**src/rtl/vending_machine_pkg.sv**
```systemverilog
// Shared definitions for the vending machine controller: FSM state codes,
// coin and item encodings, their values and prices, and the credit ceiling.
package vending_machine_pkg;

    typedef enum logic [2:0] {
        ST_IDLE     = 3'd0,
        ST_ACCEPT   = 3'd1,
        ST_DISPENSE = 3'd2,
        ST_CHANGE   = 3'd3,
        ST_ERROR    = 3'd4
    } state_t;

    localparam logic [1:0] COIN_NONE = 2'b00;
    localparam logic [1:0] COIN_5    = 2'b01;
    localparam logic [1:0] COIN_10   = 2'b10;
    localparam logic [1:0] COIN_20   = 2'b11;

    localparam logic [7:0] VALUE_5  = 8'd5;
    localparam logic [7:0] VALUE_10 = 8'd10;
    localparam logic [7:0] VALUE_20 = 8'd20;

    localparam logic [1:0] ITEM_NONE = 2'b00;
    localparam logic [1:0] ITEM_A    = 2'b01;
    localparam logic [1:0] ITEM_B    = 2'b10;
    localparam logic [1:0] ITEM_C    = 2'b11;

    localparam logic [7:0] PRICE_A = 8'd15;
    localparam logic [7:0] PRICE_B = 8'd20;
    localparam logic [7:0] PRICE_C = 8'd30;

    localparam logic [7:0] MAX_CREDIT = 8'd99;

    // Adds a coin value to the credit, clamping at MAX_CREDIT. The sum is
    // formed one bit wider so the comparison never sees a wrapped value.
    function automatic logic [7:0] satAdd(input logic [7:0] a, input logic [7:0] b);
        logic [8:0] sum;
        sum = {1'b0, a} + {1'b0, b};
        return (sum > {1'b0, MAX_CREDIT}) ? MAX_CREDIT : sum[7:0];
    endfunction

endpackage

```
**src/rtl/vm_price_lut.sv**
```systemverilog
// Combinational lookup from coin code to coin value and from item code to
// item price. A "none" code maps to zero in both tables.
module vm_price_lut
    import vending_machine_pkg::*;
(
    input  logic [1:0] i_coin,
    input  logic [1:0] i_item,
    output logic [7:0] o_coinValue,
    output logic [7:0] o_itemPrice
);

    // Translate the coin code into its monetary value.
    always_comb begin
        o_coinValue = 8'd0;
        case (i_coin)
            COIN_5:  o_coinValue = VALUE_5;
            COIN_10: o_coinValue = VALUE_10;
            COIN_20: o_coinValue = VALUE_20;
            default: o_coinValue = 8'd0;
        endcase
    end

    // Translate the item code into its price.
    always_comb begin
        o_itemPrice = 8'd0;
        case (i_item)
            ITEM_A:  o_itemPrice = PRICE_A;
            ITEM_B:  o_itemPrice = PRICE_B;
            ITEM_C:  o_itemPrice = PRICE_C;
            default: o_itemPrice = 8'd0;
        endcase
    end

endmodule

```
**src/rtl/vending_machine.sv**
```systemverilog
// Coin-operated vending controller. Holds a saturating credit register,
// vends one of three items, and parks change or refunds on a held output.
// All outputs are decoded from registers only.
module vending_machine
    import vending_machine_pkg::*;
(
    input  logic       clk,
    input  logic       reset,
    input  logic [1:0] coin,
    input  logic [1:0] item_sel,
    input  logic       cancel,
    output logic [7:0] balance,
    output logic [1:0] dispense,
    output logic [7:0] change,
    output logic       error,
    output logic [2:0] state_out
);

    state_t     r_state;
    logic [7:0] r_credit;
    logic [7:0] r_change;
    logic [1:0] r_item;

    state_t     w_nextState;
    logic [7:0] w_nextCredit;
    logic [7:0] w_nextChange;
    logic [1:0] w_nextItem;
    logic [7:0] w_coinValue;
    logic [7:0] w_itemPrice;
    logic       w_canAfford;

    vm_price_lut u_priceLut (
        .i_coin      (coin),
        .i_item      (item_sel),
        .o_coinValue (w_coinValue),
        .o_itemPrice (w_itemPrice)
    );

    assign w_canAfford = (r_credit >= w_itemPrice);

    // State and datapath registers; reset drops any credit without refund.
    always_ff @(posedge clk) begin
        if (reset) begin
            r_state  <= ST_IDLE;
            r_credit <= 8'd0;
            r_change <= 8'd0;
            r_item   <= ITEM_NONE;
        end else begin
            r_state  <= w_nextState;
            r_credit <= w_nextCredit;
            r_change <= w_nextChange;
            r_item   <= w_nextItem;
        end
    end

    // Next-state and datapath updates. ACCEPT and ERROR share the same input
    // priority (cancel, then select, then coin), taking one action per cycle.
    always_comb begin
        w_nextState  = r_state;
        w_nextCredit = r_credit;
        w_nextChange = r_change;
        w_nextItem   = r_item;
        case (r_state)
            ST_IDLE: begin
                if (coin != COIN_NONE) begin
                    w_nextCredit = w_coinValue;
                    w_nextChange = 8'd0;
                    w_nextState  = ST_ACCEPT;
                end
            end
            ST_ACCEPT, ST_ERROR: begin
                if (cancel) begin
                    w_nextChange = r_credit;
                    w_nextCredit = 8'd0;
                    w_nextState  = ST_CHANGE;
                end else if (item_sel != ITEM_NONE) begin
                    if (w_canAfford) begin
                        w_nextCredit = r_credit - w_itemPrice;
                        w_nextItem   = item_sel;
                        w_nextState  = ST_DISPENSE;
                    end else begin
                        w_nextState  = ST_ERROR;
                    end
                end else if (coin != COIN_NONE) begin
                    w_nextCredit = satAdd(r_credit, w_coinValue);
                    w_nextState  = ST_ACCEPT;
                end
            end
            ST_DISPENSE: begin
                w_nextChange = r_credit;
                w_nextCredit = 8'd0;
                w_nextState  = ST_CHANGE;
            end
            ST_CHANGE: begin
                w_nextState = ST_IDLE;
            end
            default: begin
                w_nextState = ST_IDLE;
            end
        endcase
    end

    assign balance   = (r_state == ST_ERROR) ? 8'd0 : r_credit;
    assign dispense  = (r_state == ST_DISPENSE) ? r_item : ITEM_NONE;
    assign change    = r_change;
    assign error     = (r_state == ST_ERROR);
    assign state_out = r_state;

endmodule

```
**config.mk**
```make
export PLATFORM = sky130hd
export DESIGN_NAME = vending_machine
export DESIGN_NICKNAME = d
export VERILOG_FILES = /design/src/rtl/vending_machine_pkg.sv /design/src/rtl/vm_price_lut.sv /design/src/rtl/vending_machine.sv
export SDC_FILE = /design/constraint.sdc
export NUM_CORES = 1
export LEC_CHECK = 0
export ABC_AREA = 1
export CORE_ASPECT_RATIO = 1.4
export CORE_MARGIN = 2
export CORE_UTILIZATION = 60
export CTS_BUF_LIST = sky130_fd_sc_hd__clkbuf_2
export DETAILED_ROUTE_END_ITERATION = 6
export DONT_BUFFER_PORTS = 1
export GPL_TIMING_DRIVEN = 0
export PLACE_DENSITY = 0.88
export SYNTH_ARGS = -nofsm -noshare
export SYNTH_HDL_FRONTEND = slang
export SYNTH_SLANG_ARGS = --single-unit
```
**constraint.sdc**
```tcl
create_clock -name clk -period 4.26 [get_ports clk]
set_input_delay 0.852 -clock clk [delete_from_list [all_inputs] [get_ports clk]]
set_output_delay 0.852 -clock clk [all_outputs]
set_load 0.05 [all_outputs]
```
[Word-level counts from Yosys, hierarchy flattened]
Cells that the tools add are included.
Storage, ports and cells
  register bits after elaboration: 21
  bits of input ports: 7
  output and inout port bits: 22
Operators by class
  $add $sub $neg: 2
  order comparisons: 2
  equality and inequality tests: 13
  multiplexer cells: 19
  bitwise logic cells: 1
  reduce and logical (&&, ||, !) cells: 8
Operator list (count)
  $mux 8: 9
  $pmux 8 s3: 2
  $pmux 5 s3: 2
  $mux 3: 4
  $add 8x8->9: 1
  $gt 9x7->1 const B: 1
  $pmux 3 s3: 1
  $eq 2x2->1 const B: 4
  $ge 8x8->1: 1
  $ne 4x4->1 const B: 2
  $reduce_and 4->1: 2
  $sub 8x8->8: 1
  $eq 2x1->1 const B: 2
  $ne 2x2->1 const B: 2
  $reduce_bool 2->1: 2
  $eq 3x1->1 const B: 1
  $eq 3x2->1 const B: 1
  $eq 3x3->1 const B: 1
  $logic_not 3->1: 1
  $reduce_and 3->1: 1
  $reduce_bool 3->1: 1
  $mux 2: 1
  $reduce_or 2->1: 1
  $not 1->1: 1

[Logic depth before layout (Yosys ltp)]
Gate-level depths: netlist (run 1).
  depth in word-level cells: 9
  depth in mapped cells: 14
  depth with buffers taken out: 14

[Cells and area by module]
From an unflattened synthesis (run 1), not the netlist that was laid out.
Second synthesis, totals
  cells, all modules: 328
  area total of the unflattened synthesis: 2014.4 µm²
By module, submodules not included
  vending_machine: times used 1, cells each 306, area an instance 1899.3 µm², seq. area each 420.4 µm²
  vm_price_lut: times used 1, cells each 22, area an instance 115.1 µm², seq. area each 0.0 µm²

[Worst setup path after synthesis (run 1)]
No wires, ideal clock.
  kind: register -> output
  start: register r_state[2], in the netlist state_out[2]
  end: output port balance[0]
  data arrival time: 2.151 ns
  data required time: 3.408 ns
  path slack: 1.257 ns
  stages on the path, launching flop included: 4
  path buffers: 0
  cells stage by stage: dfxtp_1 inv_1 nor3_2 nor2_1
On the way
  word-level cells in the longest chain between the ends: 2
Ends and longest elaborated chain
  start, declared: RTL line vending_machine.sv:19  | state_t r_state;
  start signal, assigned: RTL line vending_machine.sv:49  | r_state <= w_nextState;
  $eq 3x3->1
  net error: RTL line vending_machine.sv:15  | output logic error,
  $mux 8: RTL line vending_machine.sv:103  | assign balance = (r_state == ST_ERROR) ? 8'd0 : r_credit;
  end, declared: RTL line vending_machine.sv:12  | output logic [7:0] balance,
The timed path passes the listed nets, and every way through them passes these cells.

[Final worst setup path (run 1)]
  start: register r_state[0], in the netlist state_out[0]
  end: output port balance[3]
Same word-level chain as after synthesis.

==> results.toml, run 1 <==
[run_status]
status = "finished clean"

[detailed_routing]
drc_errors = 0
num_vias = 1783
dr.pass1.iters = 4
drt_iter0_markers = 50
drt-total-wl_um = 4400
wire_per_inst_um = 13.6
ant_nets = 0
via_per_inst = 5.52

[power]
intPower_uw = 529
p_switching_uw = 793
pwr-share-comb_pct = 64.5
power_density_mw_per_mm2 = 709
leakagePower_nw = 0.901
ir_worst_vdd_uv = 329
p_sw_share_pct = 60.0
clkPwrFrac_pct = 6.4
p_seq_share_pct = 29.1

[placed_design]
gp_congestion = 0.928
dp.cells = 319
dp_hpwl_um = 3540
portBuffers = 0

[clocking]
cts_buffer_depth = 2
cts_setup_buffers = 0
hold_buffers = 0
clock_latency_ns = 0.34
post_cts_resized = 0
cts_sinks = 21
cts.htree.levels = 1
cts.clk_slew.worst_paths_ns = 0.19
cts_tree = "yes"
cts_buffers = 3
cts_root_buf = "clkbuf_2"

[worst_setup_path]
crit_cells = 4
crit_path_end = "balance[3]"
cp.required_ns = 3.41
path_delay_family = "simple AND/OR/NAND/NOR gates"
slowest_delay_ns = 0.79
crit_path_start_kind = "flip-flop"
reg2regPathDepth = 11
regToRegStartpoint = "r_credit[0]"
critPathBufInv = 2
crit_top_cell = "buf_6"
critPathSlowestCell = "dfxtp_1"
path_max_fanout = 6
crit_arrival_ns = 2.37
reg2reg_to = "r_credit[3]"
critPathLaunch = "state_out[0]"
rrSetupSlack_ns = 2.18
crit_type = "flip-flop to primary output"
cp-end-kind = "primary output"
path_cells = "nor3_2 > buf_6 > buf_6 > nor2_1"

[logic_synthesis]
ys_types = 33
ys_ff_latch = 21
syn_area_per_cell_um2 = 6.34
synth_largest_area_cell = "dfxtp_1"
syn_area_mm2 = 0.00178
yosysSeqAreaShare_pct = 23.7
synth_top_area_share_pct = 23.7
synth_nets = 299
yosys_warnings = 0
synthCells = 280
synth_area_leaders = "dfxtp_1 (24%), nand2_1 (16%), inv_1 (8.5%)"

[grt]
grt.overflow.total = 0
grt_antenna_before_repair = 0
grt_max_degree = 13
grt_pass1_wl_um = 7310
track_usage_pct = 28.4
grt_pass1_vias = 1675

[cells_and_area]
nets = 306
final_cells = 323
drive_gt1_share_pct = 10.5
area_delta_synth_final_pct = 5.00
diodes = 0

[timing]
skew_ns = 0.00658
rsz0062_at_grt = "false"
tightest_slew_ns = 0.899
max_slew_margin_pct = 39.9
max_freq_ghz = 0.310
final_hold_viol_count = 0
setup_violations = 0
slew_viol_final = 0
finalCriticalPeriod_ns = 3.22
fin_crit_sh_pct = 75.7
tns_ns = 0

[job]
maxCapViolations = 0

[floorplanning]
die_w_um = 50.0
coreArea_mm2 = 0.00285
num_io_pins = 29
initial_utilization_pct = 62.3
rows = 23
die-height_um = 68.4
die_area_mm2 = 0.00342

[hold_path]
worstHoldPathType = "flip-flop to flip-flop"
power groups by stage:
stage / sequential (mW) / clock (mW) / combinational, mW
floorplan: 0.359 / 0 / 0.707
global placement: 0.388 / 0 / 0.816
detailed placement: 0.390 / 0 / 0.841
CTS: 0.385 / 0.0844 / 0.844
global route: 0.392 / 0.0912 / 0.947
finish: 0.384 / 0.0845 / 0.853
routing by layer:
layer	wire (um)	part of all wire, %	global-route usage [%]	vias to the layer above
met4	183	4.2	16.3	0
met2	2240	51	52.8	54
met3	175	4.0	2.18	14
met1	1790	41	31.8	810
met5	0	0	0	-
li1	-	-	-	905
flip-flops by register name, indices dropped and copies added, names as in the netlist:
register,count
change,8
r_credit,8
r_item,2
state_out,3
placed cells by master (no fill, tap or decap), types with 3 or more instances in the layout:
cell type  count
xor2_1         3
nand3b_1       5
inv_1         40
a21oi_1       21
ha_1          10
nor2_2         3
a21oi_2        6
nor2_4         3
buf_2          3
nor2_1        34
clkbuf_2       3
dfxtp_1       21
nand2_1       74
nand3_1       29
worst min path at each step:
stage                endpoint  slack, ns       from  cells past startpoint
floorplan           r_item[0]       0.44  r_item[0]                      2
global placement    r_item[0]       0.45  r_item[0]                      2
detailed placement  r_item[0]       0.45  r_item[0]                      2
CTS                 r_item[0]       0.48  r_item[0]                      2
global route        r_item[0]       0.52  r_item[0]                      2
finish              r_item[0]       0.48  r_item[0]                      2
final cells by class:
type,count,area [um2]
Buffer,5,22.5
Clock buffer,3,15.0
Clock inverter,1,5.00
Fill cell,266,985
Inverter,42,160
Multi-Input combinational cell,212,1170
Sequential cell,21,420
Tap cell,37,46.3
Timing Repair Buffer,2,22.5
cells by family (layout without fill, tap and decap cells):
logic type                 Yosys count  in the layout  synth area share (%)
adders and majority gates           12             12                  9.30
and+or+nand+nor                    160            160                  42.4
buffers and inverters               47             53                  10.3
DFF                                 21             21                  23.7
xor gates and xnor gates             4              4                  1.97
AOI/OAI and AO/OA                   36             36                  12.3
synth_stat cells:
cell type / number
inv_4: 1
nand3b_1: 5
nand4_1: 2
buf_2: 3
a21oi_2: 6
clkbuf_1: 2
o2bb2ai_1: 1
or2_1: 1
inv_1: 40
fa_1: 2
nand2_2: 2
dfxtp_1: 21
nor2_4: 3
ha_1: 10
nor2_8: 1
nor3_1: 1
o22ai_1: 1
a21oi_1: 21
xnor2_1: 1
nor3_2: 1
nand3_4: 1
inv_2: 1
nor2_2: 3
xor2_1: 3
a31oi_1: 2
a41oi_1: 1
and2_1: 1
a211oi_1: 2
nand2_1: 74
nor2_1: 34
nand2_4: 2
o21ai_0: 2
nand3_1: 29
worst register-to-register path: stages, from the launching register on:
cell and delay (ns):
dfxtp_1 0.43, inv_1 0.10, ha_1 0.20, inv_1 0.11, fa_1 0.22, nand3_1 0.08
nand2_1 0.12, nand3_1 0.14, nand3_4 0.14, nand3_1 0.12, a21oi_1 0.21, a21oi_1 0.11
per-stage QoR:
step | hold slack [ns] | instance area [um2] | worst slack, ns | total power, mW | util [%]
final | 0.479 | 1860 | 1.04 | 1.32 | 65.4
after global routing | 0.520 | 1860 | 0.958 | 1.43 | 65.4
after CTS | 0.482 | 1860 | 1.02 | 1.31 | 65.4
after detailed placement | 0.455 | 1840 | 1.42 | 1.23 | 64.7
after global placement | 0.453 | 1820 | 0.861 | 1.20 | 63.9
after floorplan | 0.438 | 1780 | 1.26 | 1.07 | -
Power figures use the tool's default switching activity.
==> run 2, diff against run 1 <==
--- a/config.mk
+++ b/config.mk
@@ -13,7 +13,7 @@
 export DETAILED_ROUTE_END_ITERATION = 6
 export DONT_BUFFER_PORTS = 1
 export GPL_TIMING_DRIVEN = 0
-export PLACE_DENSITY = 0.88
+export PLACE_DENSITY = 0.91
 export SYNTH_ARGS = -nofsm -noshare
 export SYNTH_HDL_FRONTEND = slang
 export SYNTH_SLANG_ARGS = --single-unit
==> constraint.sdc (replaced) <==
create_clock -name clk -period 2.67 [get_ports clk]
set_input_delay 0.534 -clock clk [delete_from_list [all_inputs] [get_ports clk]]
set_output_delay 0.534 -clock clk [all_outputs]
set_load 0.05 [all_outputs]
==> results.toml, run 2 (synthesis results as in run 1) <==
[run_status]
status = "finished clean"

[clocking]
cts_root_buf = "clkbuf_2"
cts_buffer_depth = 2
cts.htree.levels = 1
cts_sinks = 21
cts_tree = "yes"
cts.clk_slew.worst_paths_ns = 0.20
clock_latency_ns = 0.31
cts_buffers = 3
cts_setup_buffers = 0

[timing]
final.setup.worst_slack_ns = 0.0812
finalCriticalPeriod_ns = 2.59
fin_crit_sh_pct = 97.0
slew_viol_final = 0
rsz0062_at_grt = "false"
tns_ns = 0
max_slew_margin_pct = 40.2
final_hold_viol_count = 0
holdWs_ns = 0.266
setup_violations = 0
skew_ns = 0.00415
max_freq_ghz = 0.386
tightest_slew_ns = 0.895

[grt]
grt_pass1_wl_um = 7320
grt_pass1_vias = 1696
track_usage_pct = 28.0
grt_max_degree = 13
grt.overflow.total = 0
grt_antenna_before_repair = 0

[power]
power_density_mw_per_mm2 = 1130
leakagePower_nw = 0.888
finalPower_mw = 2.14
ir_worst_vdd_uv = 615

[placed_design]
dp_hpwl_um = 3490
pre_cts_slack_ns = 0.0711
portBuffers = 0
dp.cells = 317
placed_cell_area_mm2 = 0.00183
gp_congestion = 0.976

[worst_setup_path]
crit_path_start_kind = "flip-flop"
cp.required_ns = 2.14
crit_type = "flip-flop to primary output"
cp-end-kind = "primary output"
path_max_fanout = 6
crit_arrival_ns = 2.05

[cells_and_area]
area_delta_synth_final_pct = 5.99
final_util_pct = 66.1
fin_area_mm2 = 0.00188
nets = 305
layout_common_cells = "nand2_1 (74), inv_1 (40), nand3_1 (29)"
mostFrequentLayoutCell = "nand2_1"
drive_gt1_share_pct = 13.7
diodes = 0
final_cells = 322

[floorplanning]
num_io_pins = 29
die_w_um = 50.0
coreArea_mm2 = 0.00285
initial_utilization_pct = 62.3
die-height_um = 68.4
rows = 23
die_area_mm2 = 0.00342

[detailed_routing]
drt-total-wl_um = 4480
via_per_inst = 5.59
drt_iter0_markers = 62
num_vias = 1801
drc_errors = 0
dr.pass1.iters = 6
ant_nets = 0
wire_per_inst_um = 13.9

[job]
maxCapViolations = 0

[hold_path]
worstHoldPathType = "input pin to flip-flop"
## run 2: cell count changes in the layout (fill, tap and decap cells not counted), sizes merged
| cell | previous run | this run |
|---|---|---|
| buf | 5 | 3 |
| nor3 | 2 | 3 |
## run 2: what timing repair did
item / CTS / global route
resized for setup: 7 / 4
pin swaps: 1 / 1
endpoints found under the setup margin: 10 / 10
cloned: 1 / 0
hold buffers: 0 / 0
## run 2: path summary, 6_finish.rpt
path / from / endpoint / slack [ns] / cells after the start
hold reg to reg: r_item[0] / r_item[0] / 0.50 / 2
setup / recovery: state_out[2] / balance[0] / 0.08 / 3
setup reg to reg: r_credit[0] / r_credit[1] / 0.64 / 11
hold / removal: reset / r_item[1] / 0.27 / 1
## run 2: layer usage
metal	global-route usage (%)	wire [um]
met5	0	0
met4	14.2	136
met3	1.97	193
met2	54.8	2390
met1	29.9	1760
## run 2: cell type report
class,count,area (um2)
Sequential cell,21,427
Clock buffer,3,15.0
Inverter,42,160
Fill cell,252,967
Tap cell,37,46.3
Clock inverter,1,5.00
Multi-Input combinational cell,213,1210
Buffer,5,22.5
## run 2: critical path, cell delays in order (launching register included)
cell and delay, ns:
dfxtp_4 0.51, inv_1 0.16, nor3_4 0.76, nor2_2 0.31
## run 2: where the power goes
group          internal, mW  switching, mW
sequential            0.399          0.229
combinational         0.418          0.959
clock                0.0340         0.0959
